File: src/rtl/adder_bscan_pkg.sv
// Shared definitions for the boundary-scanned adder: chain length, cell
// positions along the scan path and the input/output cell classification.
package adder_bscan_pkg;

    typedef enum logic {
        CELL_IN  = 1'b0,
        CELL_OUT = 1'b1
    } cell_kind_e;

    // Operand a always sits next to tdi, so its base does not depend on width.
    localparam int A_BASE = 0;

    function automatic int chain_len(input int n);
        return 3 * n + 3;
    endfunction

    function automatic int b_base(input int n);
        return n;
    endfunction

    function automatic int cin_idx(input int n);
        return 2 * n;
    endfunction

    function automatic int sel_idx(input int n);
        return 2 * n + 1;
    endfunction

    function automatic int sum_base(input int n);
        return 2 * n + 2;
    endfunction

    function automatic int co_idx(input int n);
        return 3 * n + 2;
    endfunction

    // Everything upstream of the sum field drives the core; the rest observes it.
    function automatic cell_kind_e cell_kind(input int n, input int idx);
        return (idx < sum_base(n)) ? CELL_IN : CELL_OUT;
    endfunction

endpackage

File: src/rtl/adder_bscan_top_bsc_cell.sv
// One boundary-scan cell: capture/shift register, update register and the
// functional/test mux on the data path.
module bsc_cell (
    input  logic clk,
    input  logic rst_n,
    input  logic capture,
    input  logic shift,
    input  logic update,
    input  logic test_mode,
    input  logic data_in,
    input  logic scan_in,
    output logic scan_out,
    output logic data_out
);

    logic sr_q;
    logic ur_q;

    // Capture takes priority over shift; update samples the pre-edge SR.
    always_ff @(posedge clk) begin
        if (!rst_n) begin
            sr_q <= 1'b0;
            ur_q <= 1'b0;
        end else begin
            if (capture) begin
                sr_q <= data_in;
            end else if (shift) begin
                sr_q <= scan_in;
            end
            if (update) begin
                ur_q <= sr_q;
            end
        end
    end

    assign scan_out = sr_q;
    assign data_out = test_mode ? ur_q : data_in;

endmodule

File: src/rtl/adder_bscan_top.sv
// N-bit add/subtract core wrapped in a boundary-scan chain covering every
// operand, control and result pin.
module adder_bscan_top
    import adder_bscan_pkg::*;
#(
    parameter int N       = 16,
    parameter int OUT_REG = 1
) (
    input  logic         pin_clk,
    input  logic         pin_rst_n,
    input  logic [N-1:0] pin_a,
    input  logic [N-1:0] pin_b,
    input  logic         pin_cin,
    input  logic         pin_sel,
    output logic [N-1:0] pin_sum,
    output logic         pin_co,
    input  logic         pin_tdi,
    output logic         pin_tdo,
    input  logic         pin_capture,
    input  logic         pin_shift,
    input  logic         pin_update,
    input  logic         pin_test_mode
);

    localparam int L        = chain_len(N);
    localparam int B_BASE   = b_base(N);
    localparam int CIN_IDX  = cin_idx(N);
    localparam int SEL_IDX  = sel_idx(N);
    localparam int SUM_BASE = sum_base(N);
    localparam int CO_IDX   = co_idx(N);

    logic [L:0]          scan;
    logic [SUM_BASE-1:0] in_pin;
    logic [SUM_BASE-1:0] in_core;
    logic [N:0]          out_core;
    logic [N:0]          out_pin;

    logic [N-1:0] core_a;
    logic [N-1:0] core_b;
    logic         core_cin;
    logic         core_sel;
    logic [N:0]   res_p0;

    assign scan[0] = pin_tdi;
    assign pin_tdo = scan[L];
    assign in_pin  = {pin_sel, pin_cin, pin_b, pin_a};

    // Input and output cells live in separate vectors so the core path
    // through the cell muxes never forms a loop on a single net.
    for (genvar i = 0; i < L; i++) begin : g_cell
        if (cell_kind(N, i) == CELL_IN) begin : g_in
            bsc_cell u_cell (
                .clk       (pin_clk),
                .rst_n     (pin_rst_n),
                .capture   (pin_capture),
                .shift     (pin_shift),
                .update    (pin_update),
                .test_mode (pin_test_mode),
                .data_in   (in_pin[i]),
                .scan_in   (scan[i]),
                .scan_out  (scan[i+1]),
                .data_out  (in_core[i])
            );
        end else begin : g_out
            bsc_cell u_cell (
                .clk       (pin_clk),
                .rst_n     (pin_rst_n),
                .capture   (pin_capture),
                .shift     (pin_shift),
                .update    (pin_update),
                .test_mode (pin_test_mode),
                .data_in   (out_core[i-SUM_BASE]),
                .scan_in   (scan[i]),
                .scan_out  (scan[i+1]),
                .data_out  (out_pin[i-SUM_BASE])
            );
        end
    end

    assign core_a   = in_core[A_BASE +: N];
    assign core_b   = in_core[B_BASE +: N];
    assign core_cin = in_core[CIN_IDX];
    assign core_sel = in_core[SEL_IDX];

    // Stage p0: subtract is a + ~b + 1, carry-in ignored; co=1 means no borrow.
    always_comb begin
        res_p0 = '0;
        if (core_sel) begin
            res_p0 = {1'b0, core_a} + {1'b0, ~core_b} + {{N{1'b0}}, 1'b1};
        end else begin
            res_p0 = {1'b0, core_a} + {1'b0, core_b} + {{N{1'b0}}, core_cin};
        end
    end

    // Stage p1: optional result register, loaded every cycle.
    if (OUT_REG != 0) begin : g_reg
        logic [N:0] res_p1;
        always_ff @(posedge pin_clk) begin
            if (!pin_rst_n) begin
                res_p1 <= '0;
            end else begin
                res_p1 <= res_p0;
            end
        end
        assign out_core = res_p1;
    end else begin : g_comb
        assign out_core = res_p0;
    end

    assign pin_sum = out_pin[N-1:0];
    assign pin_co  = out_pin[N];

endmodule

File: config.mk
export PLATFORM = sky130hd
export DESIGN_NAME = adder_bscan_top
export DESIGN_NICKNAME = d
export VERILOG_FILES = /design/src/rtl/adder_bscan_pkg.sv /design/src/rtl/adder_bscan_top_bsc_cell.sv /design/src/rtl/adder_bscan_top.sv
export SDC_FILE = /design/constraint.sdc
export NUM_CORES = 1
export LEC_CHECK = 0
export ABC_AREA = 1
export CORE_MARGIN = 3
export CORE_UTILIZATION = 55
export CTS_BUF_LIST = sky130_fd_sc_hd__clkbuf_8
export CTS_CLUSTER_SIZE = 30
export DETAILED_ROUTE_END_ITERATION = 10
export GPL_TIMING_DRIVEN = 0
export PLACE_DENSITY = 0.78
export SYNTH_ARGS = -nofsm -noshare
export SYNTH_HDL_FRONTEND = slang
export SYNTH_HIERARCHICAL = 1
export SYNTH_SLANG_ARGS = --single-unit
export TNS_END_PERCENT = 5
File: constraint.sdc
create_clock -name pin_clk -period 2.2 [get_ports pin_clk]
set_input_delay 0.44 -clock pin_clk [delete_from_list [all_inputs] [get_ports pin_clk]]
set_output_delay 0.44 -clock pin_clk [all_outputs]
set_load 0.1 [all_outputs]
After elaboration in Yosys (flattened, before gate mapping)
Index checks and enable logic that the tools add are counted.
- add/subtract/negate cells: 4
- muxes and demuxes: 154
- bitwise logic cells: 1
- reductions and logical operators: 1
- operator list (kind ; number):
    two-way mux 1 bit ; 153
    adder 16 x 16 -> 17 bit ; 2
    adder 17 x 1 -> 17 bit ; 1
    adder 17 x 1 -> 17 bit, second input constant ; 1
    two-way mux 17 bit ; 1
    NOT 16 bit ; 1
    nonzero test 2 bit ; 1
- register bits: 119
- bits of input ports: 41
- output and inout bits: 18

Logic depth before layout (Yosys ltp)
Gate-level depths: netlist of run 1.
- depth after elaboration: 5
- depth in mapped cells: 16

By module
Netlist of run 1, hierarchy kept.
- by module, submodules not included (module ; instances ; cells each ; area an instance (um^2) ; seq. area each (um^2)):
    bsc_cell ; 51 ; 17 ; 102.6 ; 40.0
    adder_bscan_top ; 1 ; 426 ; 2332.2 ; 340.3

Worst setup path after synthesis of run 1
OpenSTA, ideal clock, no wires.
- kind: in2out
- start: input port pin_test_mode
- end: output port pin_co
- arrival: 2553 ps
- path slack: -793 ps
- stages on the path: 1
- path buffers: 0
- cells stage by stage: o21ai_0
- longest elaborated chain between the ends: 1
- RTL lines (what ; RTL line ; source):
    from (decl) ; adder_bscan_top.sv:22 ; input logic pin_test_mode
    two-way mux 1 bit ; adder_bscan_top_bsc_cell.sv:37 ; assign data_out = test_mode ? ur_q : data_in;
    to (decl) ; adder_bscan_top.sv:16 ; output logic pin_co,
No other way between the ends.

Worst setup path after layout of run 1
- start: input port pin_a[5]
- end: register g_reg.res_p1[15]
- longest elaborated chain between the ends: 4
- elaborated cells between the ends (all ways): 6
- RTL lines (what ; RTL line ; source):
    from (decl) ; adder_bscan_top.sv:11 ; input logic [N-1:0] pin_a,
    two-way mux 1 bit (*) ; adder_bscan_top_bsc_cell.sv:37 ;
    named net core_a[5] ; adder_bscan_top.sv:38 ; logic [N-1:0] core_a;
    adder 16 x 16 -> 17 bit (on tied branches) ; adder_bscan_top.sv:91, adder_bscan_top.sv:89 ;
    adder 17 x 1 -> 17 bit (on tied branches) ; adder_bscan_top.sv:91, adder_bscan_top.sv:89 ;
    two-way mux 17 bit (*) ; adder_bscan_top.sv:88 ; if (core_sel) begin
    to (signal assigned) ; adder_bscan_top.sv:102 ; res_p1 <= res_p0;
    to (decl) ; adder_bscan_top.sv:97 ; logic [N:0] res_p1;
Mark *: on every way through the listed nets, which the timed path passes. The rest lies on a longest branch.
A chain may end at the register's enable or synchronous reset.

==> results.cfg, run 1 <==
[drt]
wl_per_cell_um = 11.03
post-route-drc-count = 0
dr.first_iter.drc_count = 488
wl_mm = 17.24
num_vias = 7447
viasPerCell = 4.765
antenna_left = 0
first_pass_iters = 5

[final_layout]
multiInputGateArea_um2 = 4210
drive_above_1_share = 0.1118
nets = 1450
fill_cells = 1265
regArea_um2 = 2382
syn2layout_area_growth_pct = 19.10
diodes = 0

[worst_setup_path]
critPathTopFamily = simple AND/OR/NAND/NOR gates
startpoint_type = input port
cp_slowest_stage_delay_ns = 0.49
r2r_cells = 15
path_buf_inv = 2
timing.critical_path.slowest_stage_cell = clkdlybuf4s50_1
cp_common_cell = nand2_1
crit_arrival_ns = 2.60
cp_max_fo = 7
crit_type = input port to flop
crit_path_cell_trace = clkdlybuf4s50_1 -> inv_1 -> o21ai_0 -> ha_2 -> nor2_1 -> and2_1 -> nand2_1 -> nand2_2 -> nand2_1 -> nand2_1 -> a21oi_1 -> nor2_1
cp-end-kind = flop
crit_required_ns = 2.55
worstSetupPathDepth = 12

[grt]
grt_pass1_wl_mm = 28.83
grt_max_degree = 103
grt_pass1_vias = 6579
grt_overflow = 0
grt_usage = 0.2327
antenna_found_initial = 0

[sta]
hold_viol = 0
finalCriticalPeriod_ns = 2.249
fmax_mhz = 444.6
setup_viol = 2
worst_slack_ns = -0.04935
maxSlewViolCount = 0
fin_setup_tns_ns = -0.06074
skew_ns = 0.01035
rsz0062_at_grt = true
timing.final.crit_share = 1.022
slew-limit-headroom = 0.3544
worst_pin_slew_ns = 0.9684

[synthesis]
synth_ff_type = dfxtp_1
synthArstFlopShare = 0
synth_fp_nets = 1368
postSynthCellCount = 1293
synth.avg_cell_area_um2 = 5.851
ys_types = 22
ys_warn_count = 6
netlist_area_um2 = 7565
ys_ff_latch = 119
seq_area_frac_synth = 0.3149
synth_edf_count = 0

[placement]
port_buffers = 58
gp_congestion = 0.8754
pre_cts_slack_ns = -1.016
dpl.hpwl_mm = 11.57

[die]
die_y_um = 123.3
die_w_um = 123.3
ios = 59
die_area_um2 = 15200
num_rows = 42
initial_utilization = 0.5667
coreArea_um2 = 13350

[worst_hold_path]
min_delay_path_depth = 3
hold_class = input port to flop

[outcome]
status = complete, but fails checks
violations = setup timing

[clocking]
clkSlewWorstSetupHoldPaths_ns = 0.07
cts.htree.levels = 4
cts_sinks = 119
root_buffer = clkbuf_8
cts_max_path_buffers = 2
hold_buffers = 0
cts_tree = done
cts_made_buffers = 17
clock_latency_ns = 0.45

[power_and_ir_drop]
leakage_nw = 4.706
max-vdd-ir-drop_v = 0.0006414
power_density_nw_per_um2 = 696.3

[job]
maxCapViolCount = 0
-- worst paths after layout --
check,slack [ns],startpoint,end
max,-0.05,pin_a[5],g_reg.res_p1[15]
min reg2reg,0.50,g_cell[10].g_in.u_cell/scan_out,g_cell[10].g_in.u_cell/ur_q
max reg2reg,0.17,g_cell[20].g_in.u_cell/ur_q,g_reg.res_p1[15]
min,0.46,pin_rst_n,g_cell[48].g_out.u_cell/ur_q
-- through the flow --
stage	hold slack (ns)	util	total power, mW	std cells	instance area (um^2)
finish	0.4587	0.6750	6.274	1563	9010
global route	0.4701	0.6750	6.646	1563	9010
CTS	0.4372	0.6642	6.247	1561	8866
detailed placement	0.4953	0.6310	4.148	1530	8422
global placement	0.4907	0.6270	4.152	1527	8369
floorplan	0.4736	-	3.638	1293	7569
-- per-layer routing --
metal / vias to the layer above / share of wire / track usage
met2: 124 / 0.46 / 0.3935
li1: 4032 / - / -
met1: 3273 / 0.49 / 0.2983
met3: 18 / 0.039 / 0.05124
met4: 0 / 0.011 / 0.06782
met5: - / 0 / 0
-- cell type report --
class / instances / share of cell area
multi-input combinational: 883 / 0.4673
tap: 176 / 0.02444
timing repair buffer: 63 / 0.07485
sequential: 119 / 0.2644
inverter: 282 / 0.1175
buffer: 9 / 0.005694
clock buffer: 18 / 0.02750
clock inverter: 13 / 0.01833
-- sequential cells by signal, summed over array words and instances, names as in the netlist --
name,count
g_cell.g_out.u_cell/ur_q,17
g_cell.g_out.u_cell/scan_out,17
g_cell.g_in.u_cell/ur_q,34
g_reg.res_p1,17
g_cell.g_in.u_cell/scan_out,34
-- synth_stat cells (6+ instances only) --
cell type    n  area share
nand3_1     26       0.017
nor2_2      53       0.044
dfxtp_1    119        0.31
a21oi_1     27       0.018
nor2_1     270        0.13
nand2_1    294        0.15
o21ai_0    165        0.11
buf_2        6      0.0040
inv_1      281        0.14
ha_1        31       0.051
-- worst register-to-register path, cell delays in order (launching register included) --
cell and delay (ns):
dfxtp_1 0.33, nand2_1 0.06, o21ai_2 0.09, inv_1 0.06, ha_1 0.26, clkbuf_4 0.18, inv_1 0.05, nand2_1 0.06
nand2_1 0.08, a21oi_2 0.16, nand2_2 0.11, nand2_1 0.07, nand2_1 0.08, nand3_1 0.10, nand2_1 0.06, nor2_1 0.19
-- report_power, final --
part	switching [mW]	total (mW)	leakage, nW	internal [mW]
clock	0.868	2.10	0.219	1.23
combinational	1.17	1.73	3.50	0.557
sequential	0.106	2.44	0.987	2.34
total	2.15	6.27	4.71	4.13
-- logic make-up after synthesis --
family,share of synthesized area
adder cells (fa/ha/maj),0.05921
buffers and inverters,0.1464
AND/OR/NAND/NOR,0.3488
flip-flops,0.3149
AO/OA/AOI/OAI,0.1307
-- cells in the final DEF, fill, tap and decap left out, types with 4 or more instances in the layout --
cell / synthesis / layout
o21ai_1: 1 / 35
a21oi_2: 0 / 6
nand3_1: 26 / 22
inv_1: 281 / 284
clkbuf_8: 0 / 18
clkdlybuf4s50_1: 0 / 35
nor2_1: 270 / 267
dfxtp_1: 119 / 119
nand2_1: 294 / 287
nand2_2: 0 / 7
a21oi_1: 27 / 21
bufinv_16: 0 / 4
buf_2: 6 / 6
ha_1: 31 / 23
o21ai_2: 0 / 8
o21ai_0: 165 / 123
nand3_2: 0 / 4
nor2_2: 53 / 56
clkdlybuf4s15_2: 0 / 16
buf_4: 2 / 7
ha_2: 0 / 7
-- timing repair --
action	4_1_cts	5_1_grt
endpoints found under the setup margin	34	16
gates cloned	0	0
gates resized for setup	57	64
setup buffers	0	2
pin swaps	0	6
Power figures use the tool's default switching activity.
==> run 2: changes to the inputs <==
--- a/config.mk
+++ b/config.mk
@@ -5,14 +5,15 @@
 export SDC_FILE = /design/constraint.sdc
 export NUM_CORES = 1
 export LEC_CHECK = 0
-export ABC_AREA = 1
+export CELL_PAD_IN_SITES_DETAIL_PLACEMENT = 2
+export CELL_PAD_IN_SITES_GLOBAL_PLACEMENT = 2
 export CORE_MARGIN = 3
-export CORE_UTILIZATION = 55
+export CORE_UTILIZATION = 35
 export CTS_BUF_LIST = sky130_fd_sc_hd__clkbuf_8
 export CTS_CLUSTER_SIZE = 30
 export DETAILED_ROUTE_END_ITERATION = 10
 export GPL_TIMING_DRIVEN = 0
-export PLACE_DENSITY = 0.78
+export PLACE_DENSITY = 0.77
 export SYNTH_ARGS = -nofsm -noshare
 export SYNTH_HDL_FRONTEND = slang
 export SYNTH_HIERARCHICAL = 1
==> constraint.sdc (replaced) <==
create_clock -name pin_clk -period 2.2 [get_ports pin_clk]
set_input_delay 0.44 -clock pin_clk [delete_from_list [all_inputs] [get_ports pin_clk]]
set_output_delay 0.44 -clock pin_clk [all_outputs]
set_load 0.02 [all_outputs]
==> run 2 against run 1 <==
Against the previous run: the run still ends with setup timing left; non-clock buffer count grew 8; via count shrank 27%; die area grew 40%; clock skew grew 0.0023 ns; worst setup slack lost 0.48 ns; critical path depth is the same; combinational power shrank 13%; core utilization shrank 22 points; synthesized area shrank 9.4%; maximum frequency shrank 17%; sequential cell count is the same; largest power group unchanged.
==> results.cfg, run 2 <==
[power_and_ir_drop]
combPwrFrac = 0.247
leakage_nw = 3.962
seqPwrFrac = 0.397
p_int_mw = 4.275
power.switching_mw = 1.837
netSwitchingFraction = 0.3006
max-vdd-ir-drop_v = 0.0003629
p_clk_frac = 0.356
power_density_nw_per_um2 = 711.0
p_total_mw = 6.112

[synthesis]
synth_fp_nets = 749
seq_area_frac_synth = 0.3476
synth_top_cell_by_area = dfxtp_1
synth.avg_cell_area_um2 = 10.17
synthArstFlopShare = 0
synthTopCellsByArea = dfxtp_1, mux2_1, mux2_2, mux2i_1, o211a_1
ys_ff_latch = 119
netlist_area_um2 = 6854
netlist_top_cells_count = dfxtp_1, nor2b_1, mux2i_1
synth_top_area_frac = 0.3476
synth_edf_count = 0
postSynthCellCount = 674
synth_ff_type = dfxtp_1
yosysMostFrequentCell = dfxtp_1
ys_types = 51
ys_warn_count = 6

[final_layout]
final_cell_mix = dfxtp_1, mux2i_1, nor2b_1
fill_cells = 1983
final_area_um2 = 8596
nets = 837
layout_commonest_cell = dfxtp_1
diodes = 0
drive_above_1_share = 0.1845
syn2layout_area_growth_pct = 25.41
instances_no_fill = 1035

[job]
maxCapViolCount = 0

[sta]
hold_viol = 0
finalCriticalPeriod_ns = 2.725
skew_ns = 0.01263
fmax_mhz = 367.0
rsz0062_at_grt = true
timing.final.crit_share = 1.238
worst_slack_ns = -0.5246
slew-limit-headroom = 0.3276
worst_pin_slew_ns = 1.009
maxSlewViolCount = 0
fin_setup_tns_ns = -4.982
setup_viol = 13

[drt]
num_vias = 5427
post-route-drc-count = 0
first_pass_iters = 4
wl_per_cell_um = 19.70
wl_mm = 20.39
dr.first_iter.drc_count = 173
viasPerCell = 5.243
antenna_left = 0

[die]
die_y_um = 145.9
die_w_um = 145.9
die_area_um2 = 21300
num_rows = 50
initial_utilization = 0.3616
ios = 59
coreArea_um2 = 18960

[placement]
dpl.hpwl_mm = 13.75
placed_cell_area_um2 = 7899
placed_cells = 996
port_buffers = 58
gp_congestion = 0.8345

[worst_setup_path]
startpoint_type = input port
crit_type = input port to flop
crit_arrival_ns = 3.06
crit_required_ns = 2.54
cp_max_fo = 3
cp-end-kind = flop

[grt]
busiest_layer = met2
use_met1 = 0.2401
grt_max_degree = 104
grt_pass1_vias = 6146
grt_usage = 0.1941
antenna_found_initial = 0
grt_overflow = 0
use_met2 = 0.3447
use_met3 = 0.03114
grt_pass1_wl_mm = 33.48

[clocking]
cts.htree.levels = 4
hold_buffers = 0
cts_sinks = 119
cts_made_buffers = 17
root_buffer = clkbuf_8
clkSlewWorstSetupHoldPaths_ns = 0.07
clock_latency_ns = 0.45
cts_max_path_buffers = 2
cts_tree = done

[worst_hold_path]
hold_class = input port to flop

[outcome]
status = complete, but fails checks
violations = setup timing
-- run 2: changes by cell type after synthesis, sizes merged, moves of 58 or more --
| cell | before | now |
|---|---|---|
| mux2 | 0 | 102 |
| o21ai | 166 | 17 |
| nor2b | 0 | 58 |
| nor2 | 323 | 25 |
| inv | 281 | 33 |
| nand2 | 294 | 20 |
-- run 2: what timing repair did --
action,4_1_cts,5_1_grt
setup buffers,5,2
pin swaps,16,8
gates resized for setup,32,10
gates cloned,2,0
setup endpoints to repair,34,15
-- run 2: logic make-up (layout without fill, tap and decap cells) --
group | after synthesis | in the layout | share of synthesized area
buffers and inverters | 44 | 145 | 0.02410
AO/OA/AOI/OAI | 137 | 137 | 0.1605
adder cells (fa/ha/maj) | 34 | 34 | 0.06535
AND/OR/NAND/NOR | 174 | 174 | 0.1429
flip-flops | 119 | 119 | 0.3476
multiplexers | 158 | 158 | 0.2494
XOR/XNOR | 8 | 8 | 0.01022
-- run 2: final cells by class --
class | instances | area, um^2 | share of cell area
Buffer | 9 | 37.54 | 0.004367
Clock buffer | 21 | 289.0 | 0.03362
Clock inverter | 11 | 145.1 | 0.01688
Inverter | 33 | 123.9 | 0.01441
Multi-Input combinational cell | 511 | 4508 | 0.5245
Sequential cell | 119 | 2382 | 0.2771
Tap cell | 260 | 325.3 | 0.03785
Timing Repair Buffer | 71 | 784.5 | 0.09127
-- run 2: path summary, 6_finish.rpt --
check | from | to | slack, ns | cells after the start
hold reg to reg | g_cell[44].g_out.u_cell/ur_q | g_cell[44].g_out.u_cell/ur_q | 0.51 | 2
setup / recovery | pin_a[1] | g_reg.res_p1[16] | -0.52 | 12
setup reg to reg | g_cell[0].g_in.u_cell/ur_q | g_reg.res_p1[16] | -0.49 | 12
hold / removal | pin_b[0] | g_cell[16].g_in.u_cell/scan_out | 0.49 | 3
-- run 2: per-stage QoR --
stage	hold WS, ns	util	worst slack [ns]
after detailed placement	0.5038	0.4167	-1.654
after global routing	0.4798	0.4535	-0.6675
final	0.4936	0.4535	-0.5246
after CTS	0.4602	0.4506	-0.5625
after global placement	0.4888	0.4134	-3.597
after floorplan	0.4766	-	-0.3583
-- run 2: layer usage --
layer  wire, um  part of all wire
met1       9330              0.46
met2      10480              0.51
met3        352             0.017
met4        225             0.011
met5          0                 0
-- run 2: worst max-delay path, cell delays in order --
cell             delay (ns)
clkdlybuf4s50_1        0.42
mux2_2                 0.30
inv_1                  0.15
fa_2                   0.27
nor2b_2                0.06
o211ai_1               0.18
buf_4                  0.16
a31oi_2                0.09
a211o_1                0.33
a221o_1                0.35
a211oi_2               0.23
nor3_1                 0.07
-- run 2: power by group through the flow --
stage	logic (mW)	clock network, mW	registers, mW
final	1.51	2.18	2.43
after global routing	1.64	2.36	2.45
after CTS	1.48	2.24	2.43
after detailed placement	1.39	0	2.48
after global placement	1.35	0	2.46
after floorplan	0.882	0	2.43
==> run 3: changes to the inputs <==
--- a/config.mk
+++ b/config.mk
@@ -10,10 +10,12 @@
 export CORE_MARGIN = 3
 export CORE_UTILIZATION = 35
 export CTS_BUF_LIST = sky130_fd_sc_hd__clkbuf_8
+export CTS_CLUSTER_DIAMETER = 30
 export CTS_CLUSTER_SIZE = 30
 export DETAILED_ROUTE_END_ITERATION = 10
 export GPL_TIMING_DRIVEN = 0
 export PLACE_DENSITY = 0.77
+export SLEW_MARGIN = 10
 export SYNTH_ARGS = -nofsm -noshare
 export SYNTH_HDL_FRONTEND = slang
 export SYNTH_HIERARCHICAL = 1
==> run 3 against run 2 <==
Against the previous run: the run still ends with setup timing left; sequential share of layout area is 0.18 points higher; largest cell class unchanged; die area stayed put; clock-buffer cell count is 3 lower; core utilization is 0.24 points lower; global-route usage is 0.70 points lower; clock skew is 0.0032 ns lower; worst hold slack worse by 0.033 ns; critical endpoint unchanged; first-iteration DRC count is 2.9% higher; total power is 0.15% lower; wire length is 2.5% lower; cell count is 0.48% lower.
==> results.cfg, run 3 (same netlist as run 2, synthesis figures left out) <==
[placement]
port_buffers = 58
pre_cts_slack_ns = -1.581
placed_cells = 995
dpl.hpwl_mm = 13.61
gp_congestion = 0.8345

[power_and_ir_drop]
leakage_nw = 3.940
power_density_nw_per_um2 = 713.7
max-vdd-ir-drop_v = 0.0003845

[sta]
fmax_mhz = 367.9
worst_pin_slew_ns = 0.8018
finalCriticalPeriod_ns = 2.718
setup_viol = 13
rsz0062_at_grt = true
hold_viol = 0
skew_ns = 0.009455
timing.final.crit_share = 1.236
maxSlewViolCount = 0
worst_slack_ns = -0.5182
slew-limit-headroom = 0.4655

[grt]
antenna_found_initial = 0
grt_pass1_wl_mm = 32.47
grt_pass1_vias = 6092
grt_overflow = 0
grt_usage = 0.1870
grt_max_degree = 61

[job]
maxCapViolCount = 0

[drt]
antenna_left = 0
wl_mm = 19.87
viasPerCell = 5.223
first_pass_iters = 4
num_vias = 5380
dr.first_iter.drc_count = 178
wl_per_cell_um = 19.29
post-route-drc-count = 0

[worst_setup_path]
critPathTopFamily = compound AO/OA/AOI/OAI gates
timing.critical_path.slowest_stage_cell = clkdlybuf4s50_1
startpoint_type = input port
r2r_end = g_reg.res_p1[6]
crit_type = input port to flop
cp-end-kind = flop
rr_startpoint = g_cell[16].g_in.u_cell/ur_q
r2r_cells = 12
crit_arrival_ns = 3.04
crit_path_cell_trace = clkdlybuf4s50_1 -> mux2_4 -> inv_2 -> ha_4 -> nor2b_4 -> o211ai_1 -> a31oi_2 -> a211o_1 -> a221o_1 -> a211oi_2 -> nor3_2
crit_required_ns = 2.53
worstSetupPathDepth = 11
cp_max_fo = 5
path_buf_inv = 2
cp_slowest_stage_delay_ns = 0.42
endpoint = g_reg.res_p1[16]
rrSetupSlack_ns = -0.50
startpoint = pin_b[2]

[clocking]
root_buffer = clkbuf_8
cts_made_buffers = 17
cts_sinks = 119
hold_buffers = 0
cts_max_path_buffers = 2
cts.htree.levels = 4
clock_latency_ns = 0.44
clkSlewWorstSetupHoldPaths_ns = 0.07
cts_tree = done

[outcome]
status = complete, but fails checks
violations = setup timing

[final_layout]
instances_no_fill = 1030
final_cell_mix = dfxtp_1, mux2i_1, nor2b_1
nets = 832
syn2layout_area_growth_pct = 24.75
drive_above_1_share = 0.1766
layout_commonest_cell = dfxtp_1
diodes = 0

[die]
coreArea_um2 = 18960
die_w_um = 145.9
die_area_um2 = 21300
die_y_um = 145.9
num_rows = 50
ios = 59
initial_utilization = 0.3616

[worst_hold_path]
hold_class = input port to flop
## run 3: cell count changes in the layout (fill, tap and decap cells not counted), moves of 2 or more
cell	delta
clkbuf_8	-3
clkdlybuf4s50_1	+2
clkinv_2	-2
clkinv_4	+2
dfxtp_1	-2
dfxtp_2	+2
dlygate4sd2_1	-2
inv_4	+2
mux2_2	-5
mux2_4	+5
## run 3: cell type report
cell class | instances | area (um^2)
Inverter | 33 | 128.9
Fill cell | 1982 | 10410
Timing Repair Buffer | 67 | 714.4
Clock buffer | 18 | 247.7
Sequential cell | 119 | 2385
Clock inverter | 14 | 185.2
Multi-Input combinational cell | 511 | 4532
Tap cell | 260 | 325.3
Buffer | 8 | 32.53
## run 3: worst min path at each step
stage                                       startpoint                          endpoint  slack [ns]  cells after the start
after floorplan             g_cell[0].g_in.u_cell/ur_q        g_cell[0].g_in.u_cell/ur_q        0.48                      2
after detailed placement   g_cell[31].g_in.u_cell/ur_q       g_cell[31].g_in.u_cell/ur_q        0.50                      2
after global placement    g_cell[40].g_out.u_cell/ur_q      g_cell[40].g_out.u_cell/ur_q        0.49                      2
after CTS                                    pin_rst_n   g_cell[28].g_in.u_cell/scan_out        0.44                      2
after global routing                         pin_rst_n  g_cell[50].g_out.u_cell/scan_out        0.46                      2
final                                        pin_rst_n  g_cell[50].g_out.u_cell/scan_out        0.46                      2
## run 3: what timing repair did
item | CTS | global route
resized for setup | 20 | 27
pin swaps | 13 | 16
endpoints found under the setup margin | 34 | 15
cloned | 1 | 0
buffers inserted | 3 | 2
## run 3: worst register-to-register path, delay by kind of cell (launching register included)
kind                       cells  cell delay (ns)
muxes                          1             0.29
AOI/OAI and AO/OA              3             0.45
buffers and inverters          2             0.22
adders and majority gates      2             0.63
and+or+nand+nor                3             0.47
DFF                            1             0.32
xor gates and xnor gates       1             0.20
## run 3: layer usage
metal / global-route usage / routed length [um] / vias up
li1: - / - / 2593
met1: 0.2248 / 8827 / 2708
met3: 0.03613 / 422 / 16
met5: 0 / 0 / -
met2: 0.3385 / 10350 / 63
met4: 0.05366 / 266 / 0
## run 3: report_power, final
| part | internal, mW | total (mW) | switching (mW) |
|---|---|---|---|
| combinational | 0.708 | 1.49 | 0.780 |
| clock | 1.25 | 2.19 | 0.935 |
| sequential | 2.32 | 2.43 | 0.106 |
## run 3: metrics by stage
step	total power [mW]	hold WS [ns]	TNS, ns	cell area [um^2]	util
CTS	6.122	0.4360	-4.920	8447	0.4456
global route	6.448	0.4639	-6.088	8551	0.4511
detailed placement	3.861	0.5041	-23.74	7884	0.4159
finish	6.103	0.4611	-4.776	8551	0.4511
global placement	3.816	0.4888	-272.02	7836	0.4134
floorplan	3.310	0.4766	-2.588	6930	-
